$ cat config.mk
export PLATFORM = sky130hd
export DESIGN_NAME = nios2_oci_dct_capture
export DESIGN_NICKNAME = d
export VERILOG_FILES = /design/src/rtl/nios2_oci_dct_pkg.sv /design/src/rtl/nios2_oci_dct_fifo.sv /design/src/rtl/nios2_oci_dct_capture.sv
export SDC_FILE = /design/constraint.sdc
export NUM_CORES = 1
export LEC_CHECK = 0
export ABC_CLOCK_PERIOD_IN_PS = 4300
export CAP_MARGIN = 20
export CORE_MARGIN = 1.5
export CORE_UTILIZATION = 54
export DETAILED_ROUTE_END_ITERATION = 8
export PLACE_DENSITY_LB_ADDON = 0.08
export SLEW_MARGIN = 10
export SYNTH_ARGS = -nofsm -noshare
export SYNTH_HDL_FRONTEND = slang
export SYNTH_HIERARCHICAL = 1
export SYNTH_SLANG_ARGS = --single-unit
$ cat constraint.sdc
create_clock -name clk -period 4.3 [get_ports clk]
set_input_delay 0.645 -clock clk [delete_from_list [all_inputs] [get_ports clk]]
set_output_delay 0.645 -clock clk [all_outputs]
set_load 0.03 [all_outputs]
$ cat src/rtl/nios2_oci_dct_pkg.sv
// Shared types and helpers for the Nios II OCI DCT capture monitor.
package nios2_oci_dct_pkg;

  typedef enum logic [1:0] {
    ST_RUN   = 2'd0,
    ST_DRAIN = 2'd1,
    ST_DONE  = 2'd2
  } dct_state_e;

  // Occupancy counter must represent 0..depth inclusive.
  function automatic int lvl_width(input int depth);
    return $clog2(depth) + 1;
  endfunction

endpackage

$ cat src/rtl/nios2_oci_dct_fifo.sv
// First-word-fall-through FIFO with flush; a push while full is accepted only
// together with a pop in the same cycle.
module nios2_oci_dct_fifo
  import nios2_oci_dct_pkg::*;
#(
  parameter int W     = 34,
  parameter int DEPTH = 16
) (
  input  logic                          clk,
  input  logic                          reset,
  input  logic                          push_i,
  input  logic                          pop_i,
  input  logic                          flush_i,
  input  logic [W-1:0]                  data_i,
  output logic [W-1:0]                  head_o,
  output logic [lvl_width(DEPTH)-1:0]   level_o,
  output logic                          empty_o,
  output logic                          full_o
);

  localparam int AW = $clog2(DEPTH);
  localparam int LW = lvl_width(DEPTH);

  logic [W-1:0]  mem_q [DEPTH];
  logic [AW-1:0] wr_ptr_q, wr_ptr_d;
  logic [AW-1:0] rd_ptr_q, rd_ptr_d;
  logic [LW-1:0] level_q, level_d;
  logic          wr_en_s;
  logic          rd_en_s;

  assign empty_o = (level_q == LW'(0));
  assign full_o  = (level_q == LW'(DEPTH));
  assign level_o = level_q;
  assign head_o  = mem_q[rd_ptr_q];

  assign wr_en_s = push_i && (!full_o || pop_i) && !flush_i;
  assign rd_en_s = pop_i && !empty_o && !flush_i;

  always_comb begin
    wr_ptr_d = wr_ptr_q;
    rd_ptr_d = rd_ptr_q;
    level_d  = level_q;
    if (flush_i) begin
      rd_ptr_d = wr_ptr_q;
      level_d  = LW'(0);
    end else begin
      if (wr_en_s) begin
        wr_ptr_d = wr_ptr_q + AW'(1);
      end else begin
        wr_ptr_d = wr_ptr_q;
      end
      if (rd_en_s) begin
        rd_ptr_d = rd_ptr_q + AW'(1);
      end else begin
        rd_ptr_d = rd_ptr_q;
      end
      if (wr_en_s && !rd_en_s) begin
        level_d = level_q + LW'(1);
      end else if (rd_en_s && !wr_en_s) begin
        level_d = level_q - LW'(1);
      end else begin
        level_d = level_q;
      end
    end
  end

  always_ff @(posedge clk or posedge reset) begin
    if (reset) begin
      wr_ptr_q <= AW'(0);
      rd_ptr_q <= AW'(0);
      level_q  <= LW'(0);
    end else begin
      wr_ptr_q <= wr_ptr_d;
      rd_ptr_q <= rd_ptr_d;
      level_q  <= level_d;
    end
  end

  // Storage needs no reset: the head is gated off whenever the FIFO is empty.
  always_ff @(posedge clk) begin
    if (wr_en_s) begin
      mem_q[wr_ptr_q] <= data_i;
    end
  end

endmodule

$ cat src/rtl/nios2_oci_dct_capture.sv
// Captures each new OCI DCT entry (signalled by a dct_count change) into a FWFT
// FIFO and drains it under the test_ending / test_has_ended protocol.
module nios2_oci_dct_capture
  import nios2_oci_dct_pkg::*;
#(
  parameter int DCT_W = 30,
  parameter int CNT_W = 4,
  parameter int DEPTH = 16,
  parameter int TOT_W = 32
) (
  input  logic                          clk,
  input  logic                          reset,
  input  logic [DCT_W-1:0]              dct_buffer,
  input  logic [CNT_W-1:0]              dct_count,
  input  logic                          test_ending,
  input  logic                          test_has_ended,
  input  logic                          rd_ready,
  output logic                          rd_valid,
  output logic [DCT_W-1:0]              rd_data,
  output logic [CNT_W-1:0]              rd_count,
  output logic [lvl_width(DEPTH)-1:0]   level,
  output logic                          overflow,
  output logic [TOT_W-1:0]              total,
  output logic [1:0]                    state,
  output logic                          done
);

  localparam int LW = lvl_width(DEPTH);
  localparam int FW = CNT_W + DCT_W;

  dct_state_e       state_q, state_d;
  logic [CNT_W-1:0] cnt_q;
  logic             overflow_q, overflow_d;
  logic [TOT_W-1:0] total_q, total_d;

  logic             capture_s;
  logic             push_s;
  logic             pop_s;
  logic             push_ok_s;
  logic             flush_s;
  logic             drain_empty_s;
  logic             valid_s;
  logic [FW-1:0]    head_s;
  logic [LW-1:0]    level_s;
  logic             empty_s;
  logic             full_s;

  nios2_oci_dct_fifo #(
    .W     (FW),
    .DEPTH (DEPTH)
  ) u_fifo (
    .clk     (clk),
    .reset   (reset),
    .push_i  (push_s),
    .pop_i   (pop_s),
    .flush_i (flush_s),
    .data_i  ({dct_count, dct_buffer}),
    .head_o  (head_s),
    .level_o (level_s),
    .empty_o (empty_s),
    .full_o  (full_s)
  );

  assign capture_s = (state_q == ST_RUN) && (dct_count != cnt_q);
  assign push_s    = capture_s && !flush_s;
  assign pop_s     = valid_s && rd_ready;
  assign push_ok_s = push_s && (!full_s || pop_s);

  // Nothing is pushed while draining, so the FIFO empties exactly when the
  // last word pops or when it is already empty.
  assign drain_empty_s = empty_s || ((level_s == LW'(1)) && pop_s);

  always_ff @(posedge clk or posedge reset) begin
    if (reset) begin
      state_q <= ST_RUN;
    end else begin
      state_q <= state_d;
    end
  end

  always_comb begin
    state_d = state_q;
    case (state_q)
      ST_RUN: begin
        if (test_has_ended) begin
          state_d = ST_DONE;
        end else if (test_ending) begin
          state_d = ST_DRAIN;
        end else begin
          state_d = ST_RUN;
        end
      end
      ST_DRAIN: begin
        if (test_has_ended || drain_empty_s) begin
          state_d = ST_DONE;
        end else begin
          state_d = ST_DRAIN;
        end
      end
      ST_DONE: state_d = ST_DONE;
      default: state_d = ST_RUN;
    endcase
  end

  always_comb begin
    flush_s  = (state_q != ST_DONE) && (state_d == ST_DONE);
    valid_s  = !empty_s && (state_q != ST_DONE);
    rd_valid = valid_s;
    if (valid_s) begin
      rd_data  = head_s[DCT_W-1:0];
      rd_count = head_s[FW-1:DCT_W];
    end else begin
      rd_data  = '0;
      rd_count = '0;
    end
    level = level_s;
    state = state_q;
    done  = (state_q == ST_DONE);
  end

  always_comb begin
    overflow_d = overflow_q;
    total_d    = total_q;
    if (push_s && full_s && !pop_s) begin
      overflow_d = 1'b1;
    end else begin
      overflow_d = overflow_q;
    end
    if (push_ok_s && (total_q != {TOT_W{1'b1}})) begin
      total_d = total_q + TOT_W'(1);
    end else begin
      total_d = total_q;
    end
  end

  always_ff @(posedge clk or posedge reset) begin
    if (reset) begin
      cnt_q      <= '0;
      overflow_q <= 1'b0;
      total_q    <= '0;
    end else begin
      cnt_q      <= dct_count;
      overflow_q <= overflow_d;
      total_q    <= total_d;
    end
  end

  assign overflow = overflow_q;
  assign total    = total_q;

endmodule

==> impl_metrics.ini <==
[die]
die_h_um = 211.7
die_area_mm2 = 0.04480
die_x_um = 211.7
coreArea_mm2 = 0.04298
start_util_pct = 54.70
io_pins = 115
num_rows = 76

[timing]
worst_pin_slew_ps = 950.5
fin_crit_sh_pct = 92.55
slew_violations = 0
rsz0062_at_grt = no
timing.final.crit_period_ps = 3980
worst_slack_ps = 320.3
fmax_mhz = 251.3
tns_ps = 0
max_slew_margin_pct = 36.48
hold_viol = 0
fin_skew_ps = 14.90
setup_viol = 0

[critical_path]
reg2regPathDepth = 13
slowest_stage = dfrtp_4
r2r_end = u_fifo/level_o[4]
path_class = reg2out
critPathArrivalTime_ps = 3330
cp.required_ps = 3650
path_depth = 6
r2r_slack_ps = 480
slowest_delay_ps = 610
crit_family = buffers and inverters
critical_path.endpoint_type = primary output
crit_path_max_fanout = 42
startpoint_type = flop
crit_chain = buf_12 -> mux4_2 -> a22oi_1 -> nand2_1 -> and2_1 -> clkdlybuf4s50_1
crit_end = rd_data[19]
rr_startpoint = u_fifo/level_o[2]
startpoint = u_fifo/rd_ptr_q[0]
cp_num_buf_inv = 2

[cts]
cts_setup_buffers = 0
clkSinkCount = 596
post_cts_resized = 0
clock_latency_ps = 620
ctsHtreeMaxLevel = 2
cts_buffers = 59
clk_pin_slew_ps = 60
cts_tree = yes
clockBufferDepth = 3
cts_hold_buf = 0
cts_root_buffer = clkbuf_16

[yosys]
netlist_area_mm2 = 0.02351
syn_area_per_cell_um2 = 20.18
ys_types = 61
postSynthCellCount = 1165
synth_edf_count = 544
ys_async_sr_fraction_pct = 8.725
synth_most_common_cell = edfxtp_1
ys_top_cells_by_area = edfxtp_1, mux4_2, dfrtp_1, a22oi_1, xor2_1
yosysTopAreaCell = edfxtp_1
yosys_warnings = 6
synth_flop_cell = edfxtp_1
synth_nets = 1215
synth-seq-cells = 596
synthTopCellsByCount = edfxtp_1, mux4_2, a22oi_1, nand2_1, dfrtp_1
synth_top_area_share_pct = 69.49
seq_area_frac_synth_pct = 75.02

[job]
maxCapViolCount = 0

[power]
ir_drop_mv = 0.4045
p_per_area_mw_per_mm2 = 614.7
leakage_nw = 9.084

[routing]
wl_mm = 48.83
antenna_left = 0
via_count = 11740
dr.pass1.iters = 5
dr.first_iter.drc_count = 874
post_drt_wl_per_cell_um = 24.76
via_per_inst = 5.951
drc = 0

[finish]
final_net_count = 1389
diodes = 0
drive_gt1_share_pct = 23.29
syn2layout_area_growth_pct = 17.73

[global_routing]
grt_pass1_vias = 12270
antenna_found_initial = 0
grt_pass1_wl_mm = 74.93
grt.total_usage_pct = 22.82
grt_max_degree = 85
grt_overflow = 0

[status]
status = finished clean

[placement]
preCtsSetupSlack_ps = 485.7
dpl.hpwl_mm = 28.13
numPortBuffers = 114
gp_congestion = 0.7513

[min_path]
holdCritPathClass = in2async
cell families (layout without fill, tap and decap cells):
family / count (synthesis) / after routing / share of synthesized area (%)
buf+inv: 71 / 293 / 1.315
fa+ha+maj: 11 / 11 / 0.6174
simple gates: 207 / 207 / 4.865
xor+xnor: 41 / 41 / 1.527
flops: 596 / 596 / 75.02
mux: 146 / 146 / 13.49
compound gates: 93 / 93 / 3.161
cells in the final DEF, fill, tap and decap left out, types with 12 or more instances in the layout:
master           synthesis  layout
a22oi_1                 68      68
and2_1                  41      36
buf_4                    2      49
clkbuf_1                30      12
clkbuf_16                0      61
clkdlybuf4s50_1          0     114
clkinv_1                 0      15
dfrtp_1                 52      50
edfxtp_1               544     544
inv_1                   13      13
mux4_2                 136     136
nand2_1                 57      57
nand3_1                 15      15
nor2_1                  22      12
nor3_1                  19      15
xor2_1                  30      30
report_power, final:
group / internal [mW] / switching [mW]
Sequential: 6.60 / 0.215
Combinational: 2.32 / 2.80
Clock: 2.98 / 2.10
Total: 11.9 / 5.12
how the worst min path moves through the flow:
stage / start / end / slack, ps / cells past startpoint
after floorplan: reset / u_fifo/level_o[0] / 520 / 1
after global placement: state[1] / state[0] / 480 / 1
after detailed placement: total[13] / total[13] / 490 / 1
after CTS: reset / u_fifo/level_o[4] / 400 / 2
after global routing: reset / u_fifo/rd_ptr_q[1] / 450 / 2
final: reset / u_fifo/level_o[0] / 400 / 2
sequential cells by signal (all words and copies together), names as in the netlist:
signal           count
u_fifo/rd_ptr_q      4
u_fifo/level_o       5
u_fifo/mem_q       544
total               32
overflow             1
cnt_q                4
state                2
u_fifo/wr_ptr_q      4
through the flow:
step	hold WS (ps)	utilization [%]	std cells	total power [mW]	instance area [um^2]
final	404.9	64.40	1972	17.01	27680
after global routing	450.7	64.40	1972	17.76	27680
after CTS	402.8	64.40	1972	17.24	27680
after detailed placement	488.2	59.93	1863	12.14	25760
after global placement	476.7	59.93	1863	12.10	25760
after floorplan	520.0	-	1165	10.36	23520
per-layer routing:
layer	track usage (%)	up-vias	part of all wire, %
met5	0	-	0
met4	6.823	0	1.9
met3	3.442	63	5.6
met2	37.43	348	49
met1	32.14	6196	43
li1	-	5129	-
area by class of cell:
cell class                      instances  area [um^2]
Sequential cell                       596        17640
Fill cell                            3015        15300
Multi-Input combinational cell        498         5679
Timing Repair Buffer                  170         1649
Clock buffer                           75         1599
Tap cell                              585        732.0
Clock inverter                         34        321.6
Inverter                               14        52.55
Power figures use the tool's default switching activity.
==> patch 1: new RTL, same flow settings <==
The parameter `TOT_W` goes from 32 to 16.
--- a/src/rtl/nios2_oci_dct_capture.sv
+++ b/src/rtl/nios2_oci_dct_capture.sv
@@ -7,5 +7,5 @@
   parameter int CNT_W = 4,
   parameter int DEPTH = 16,
-  parameter int TOT_W = 32
+  parameter int TOT_W = 16
 ) (
   input  logic                          clk,
Ports: changed (resized total); port bits go from 115 to 99. No check against the original RTL was run, so the function may have changed too.
==> patch 1 against the original RTL <==
Total power shrank 3.2%. Sequential cell count shrank 16. Die area shrank 3.6%. Critical path type unchanged. Clock skew shrank 0.0057 ns. Area after synthesis shrank 3.6%. Maximum frequency shrank 2.2%. Hold slack gained 0.043 ns. Routed wire length shrank 2.0%. Critical endpoint is now rd_data[17]. Setup slack lost 0.090 ns. Cell area shrank 4.3%.
==> patch 1: results (changes against the original RTL) <==
CP max FO 40 (-4.8%); Synth cell types 56 (-8.2%); nets@finish 1,276 (-8.1%); critical path endpoint rd_data[17]; Leak 8.60 nW (-5.3%); vias in the first global route 11,367 (-7.3%); port bufs 98 (-14%); layout cells sized above 1 23.8% (+0.55 points); initial DRC count 1,000 (+14%); reg2reg setup slack 0.96 ns (+0.48 ns); Reg-to-Reg Start u_fifo/level_o[0]; ranking of synthesized cells by area edfxtp_1, mux4_2, dfrtp_1; placed cell areas 0.0247 mm2 (-4.0%); Setup WS pre-CTS 0.509 ns (+0.0237 ns); initial antenna violation count 2 (+2); Register-to-Register Path Depth 12 (-1); pin count of the biggest net entering global routing 71 (-16%); final setup margin 0.230 ns (-0.0901 ns); final WL 47.8 mm (-2.0%); TritonCTS buffer count 57 (-3.4%); status complete, no violations; total track usage 22.7% (-0.12 points); VDD IR-drop max 0.488 mV (+21%); Layout Skew 0.00923 ns (-0.00566 ns); Syn Nets 1,133 (-6.7%); number of fill cells in the layout 2,830 (-6.1%); post-synthesis sequential area ratio 76.1% (+1.1 points); Async SR Flop Fraction 6.21% (-2.5 points); Synth top cells by count edfxtp_1, mux4_2, a22oi_1, nand2_1, and2_1; gpl congestion 0.769 (+2.3%); Via density 6.09 (+2.4%)
## patch 1: cell count changes after synthesis, sizes merged, moves of 8 or more
| cell | unedited run | this run |
|---|---|---|
| nor3 | 19 | 7 |
| dfrtp | 52 | 36 |
| nand2 | 58 | 50 |
| xor2 | 30 | 12 |
| nor4 | 14 | 4 |
| nand4 | 11 | 2 |
## patch 1: power by group through the flow
stage | Combinational [mW] | Clock [mW] | Sequential (mW)
after floorplan | 3.34 | 0 | 6.78
after global placement | 5.11 | 0 | 6.81
after detailed placement | 5.12 | 0 | 6.81
after CTS | 5.14 | 4.79 | 6.70
after global routing | 5.42 | 4.98 | 6.73
final | 5.08 | 4.69 | 6.69
## patch 1: area by class of cell
cell class,instances,area (um2),area share [%]
Sequential cell,580,17200,65.1
Tap cell,532,666,2.51
Antenna cell,1,2.50,0.00945
Inverter,16,60.1,0.227
Clock buffer,72,1570,5.91
Timing Repair Buffer,137,1510,5.71
Clock inverter,28,188,0.709
Multi-Input combinational cell,434,5240,19.8
## patch 1: metal layers
layer | share of wire, % | up-vias | GRT usage, %
met2 | 48 | 339 | 35.1
met1 | 44 | 5819 | 34.1
met4 | 1.8 | 0 | 6.17
li1 | - | 4746 | -
met3 | 6.0 | 63 | 3.78
met5 | 0 | - | 0
## patch 1: cells by family after synthesis
family	share of synthesized area (%)
XOR/XNOR	1.01
adder cells (fa/ha/maj)	0.641
AND/OR/NAND/NOR	3.82
AO/OA/AOI/OAI	3.21
flip-flops	76.1
buffers and inverters	1.29
multiplexers	14.0
## patch 1: per-stage QoR
stage               util (%)  hold slack [ns]  instances
floorplan                  -            0.520       1083
global placement        60.1            0.474       1699
detailed placement      60.1            0.486       1699
CTS                     64.4            0.444       1799
global route            64.4            0.504       1800
finish                  64.4            0.448       1800
==> patch 2: new RTL, same flow settings <==
Without the edit above. Make the reset (`reset`) synchronous in 3 clocked blocks.
--- a/src/rtl/nios2_oci_dct_fifo.sv
+++ b/src/rtl/nios2_oci_dct_fifo.sv
@@ -65,5 +65,5 @@
   end
 
-  always_ff @(posedge clk or posedge reset) begin
+  always_ff @(posedge clk) begin
     if (reset) begin
       wr_ptr_q <= AW'(0);
--- a/src/rtl/nios2_oci_dct_capture.sv
+++ b/src/rtl/nios2_oci_dct_capture.sv
@@ -71,5 +71,5 @@
   assign drain_empty_s = empty_s || ((level_s == LW'(1)) && pop_s);
 
-  always_ff @(posedge clk or posedge reset) begin
+  always_ff @(posedge clk) begin
     if (reset) begin
       state_q <= ST_RUN;
@@ -134,5 +134,5 @@
   end
 
-  always_ff @(posedge clk or posedge reset) begin
+  always_ff @(posedge clk) begin
     if (reset) begin
       cnt_q      <= '0;
Behaviour: differs if reset is asserted again (counterexample within 4 cycles, from zero or initial values and one cycle with reset high); with reset held inactive, the same outputs for 4 cycles.
==> patch 2 against the original RTL <==
Sequential cell count is 4 higher. Area after synthesis is 0.14% lower. Cell area about the same. Count of clock-buffer cells in the layout increased by 14. Global-route usage is 0.53 points higher. Routed wire length increased by 3.5%. Setup slack gained 0.066 ns. Highest routed layer is now met5.
Power is not compared: it rests on default switching activity, and its combinational part moved more than twofold at a synthesized area within 25%.
==> patch 2: results (changes against the original RTL) <==
status complete, no violations; crit path max-delay cell type dfxtp_4; Cells after Synth 1,225 (+5.2%); Syn Nets 1,275 (+4.9%); Leak 8.66 nW; Reg-to-Reg Start u_fifo/level_o[0]; Register-to-Register Path Depth 14 (+1); Post-Synth XOR/XNOR Area 0.336% (-1.2 points); CP max FO 25 (-40%); Final Non-Filler Cells 2,027 (+2.8%); vias in the first global route 12,444 (+1.5%); Via density 6.03 (+1.3%); sw frac 22.6%; total track usage 23.4% (+0.53 points); Placed Instances 1,915 (+2.8%); number of fill cells in the layout 3,022 (+0.23%); final WL 50.5 mm (+3.5%); pin count of the biggest net entering global routing 59 (-31%); initial antenna violation count 1 (+1); layout cells sized above 1 22.0% (-1.3 points); slew margin rel. 38.0% (+1.5 points); Hold Path Class input port to flop; hold depth 2; initial DRC count 886 (+1.4%); Ant. Diodes 0 (unchanged); placed cell areas 0.0257 mm2 (about the same); CP Data Arrival Time 3.27 ns (-0.06 ns); Synth Area in Adders 0.618% (+0.00089 points); mux cell area share after synthesis 13.2% (-0.26 points); reg2reg setup slack 0.68 ns (+0.20 ns); Synth Area in Compound Gates 4.85% (+1.7 points); first-pass GRT wire length 76.7 mm (+2.4%); nets@finish 1,442 (+3.8%); Setup WS pre-CTS 0.617 ns (+0.131 ns); gpl congestion 0.763 (+1.6%); Reg-to-Reg End u_fifo/level_o[4]
patch 2: cell families (layout without fill, tap and decap cells):
kind of cell / after synthesis / in the layout
flops: 600 / 600
xor+xnor: 9 / 9
compound gates: 163 / 163
mux: 140 / 140
buf+inv: 80 / 297
fa+ha+maj: 11 / 11
simple gates: 222 / 222
patch 2: routing by layer:
| metal | global-route usage, % | up-vias | part of all wire (%) | wire [um] |
|---|---|---|---|---|
| li1 | - | 5394 | - | - |
| met1 | 33.2 | 6406 | 43 | 21800 |
| met2 | 38.1 | 357 | 50 | 25200 |
| met3 | 4.41 | 61 | 5.5 | 2760 |
| met4 | 5.10 | 2 | 1.5 | 772 |
| met5 | 0 | - | 0.026 | 13 |
patch 2: cell type report:
cell class / instances / area, um2 / area share (%)
repair buffers: 173 / 1740 / 6.29
flip-flops and latches: 600 / 17500 / 63.1
inverters: 13 / 48.8 / 0.176
multi-input cells: 545 / 5770 / 20.8
clock inverters: 22 / 234 / 0.845
clock buffers: 89 / 1700 / 6.14
well taps: 585 / 732 / 2.64
patch 2: worst max path at each step:
stage	start	end	slack, ns
6_report	flop	rd_data[28]	0.39
5_1_grt	flop	rd_data[28]	0.16
4_1_cts	flop	rd_data[28]	0.26
3_5_place_dp	rd_ready	u_fifo/level_o[4]	0.62
3_3_place_gp	rd_ready	u_fifo/level_o[4]	0.62
2_1_floorplan	u_fifo/level_o[0]	u_fifo/mem_q[12][0]	-0.35
patch 2: per-stage QoR:
| stage | util [%] | hold WS (ns) | setup TNS [ns] | total power [mW] |
|---|---|---|---|---|
| 2_1_floorplan | - | 0.481 | -96.17 | 7.50 |
| 6_report | 64.4 | 0.406 | 0 | 13.1 |
| 5_1_grt | 64.4 | 0.395 | 0 | 13.5 |
| 3_3_place_gp | 59.9 | 0.478 | 0 | 8.07 |
| 3_5_place_dp | 59.9 | 0.478 | 0 | 8.08 |
| 4_1_cts | 64.4 | 0.490 | 0 | 13.2 |
patch 2: power groups by stage:
stage	Clock, mW	Combinational [mW]	Sequential, mW
finish	5.12	1.45	6.49
floorplan	0	0.915	6.59
CTS	5.22	1.47	6.49
detailed placement	0	1.46	6.61
global route	5.45	1.56	6.49
global placement	0	1.46	6.61
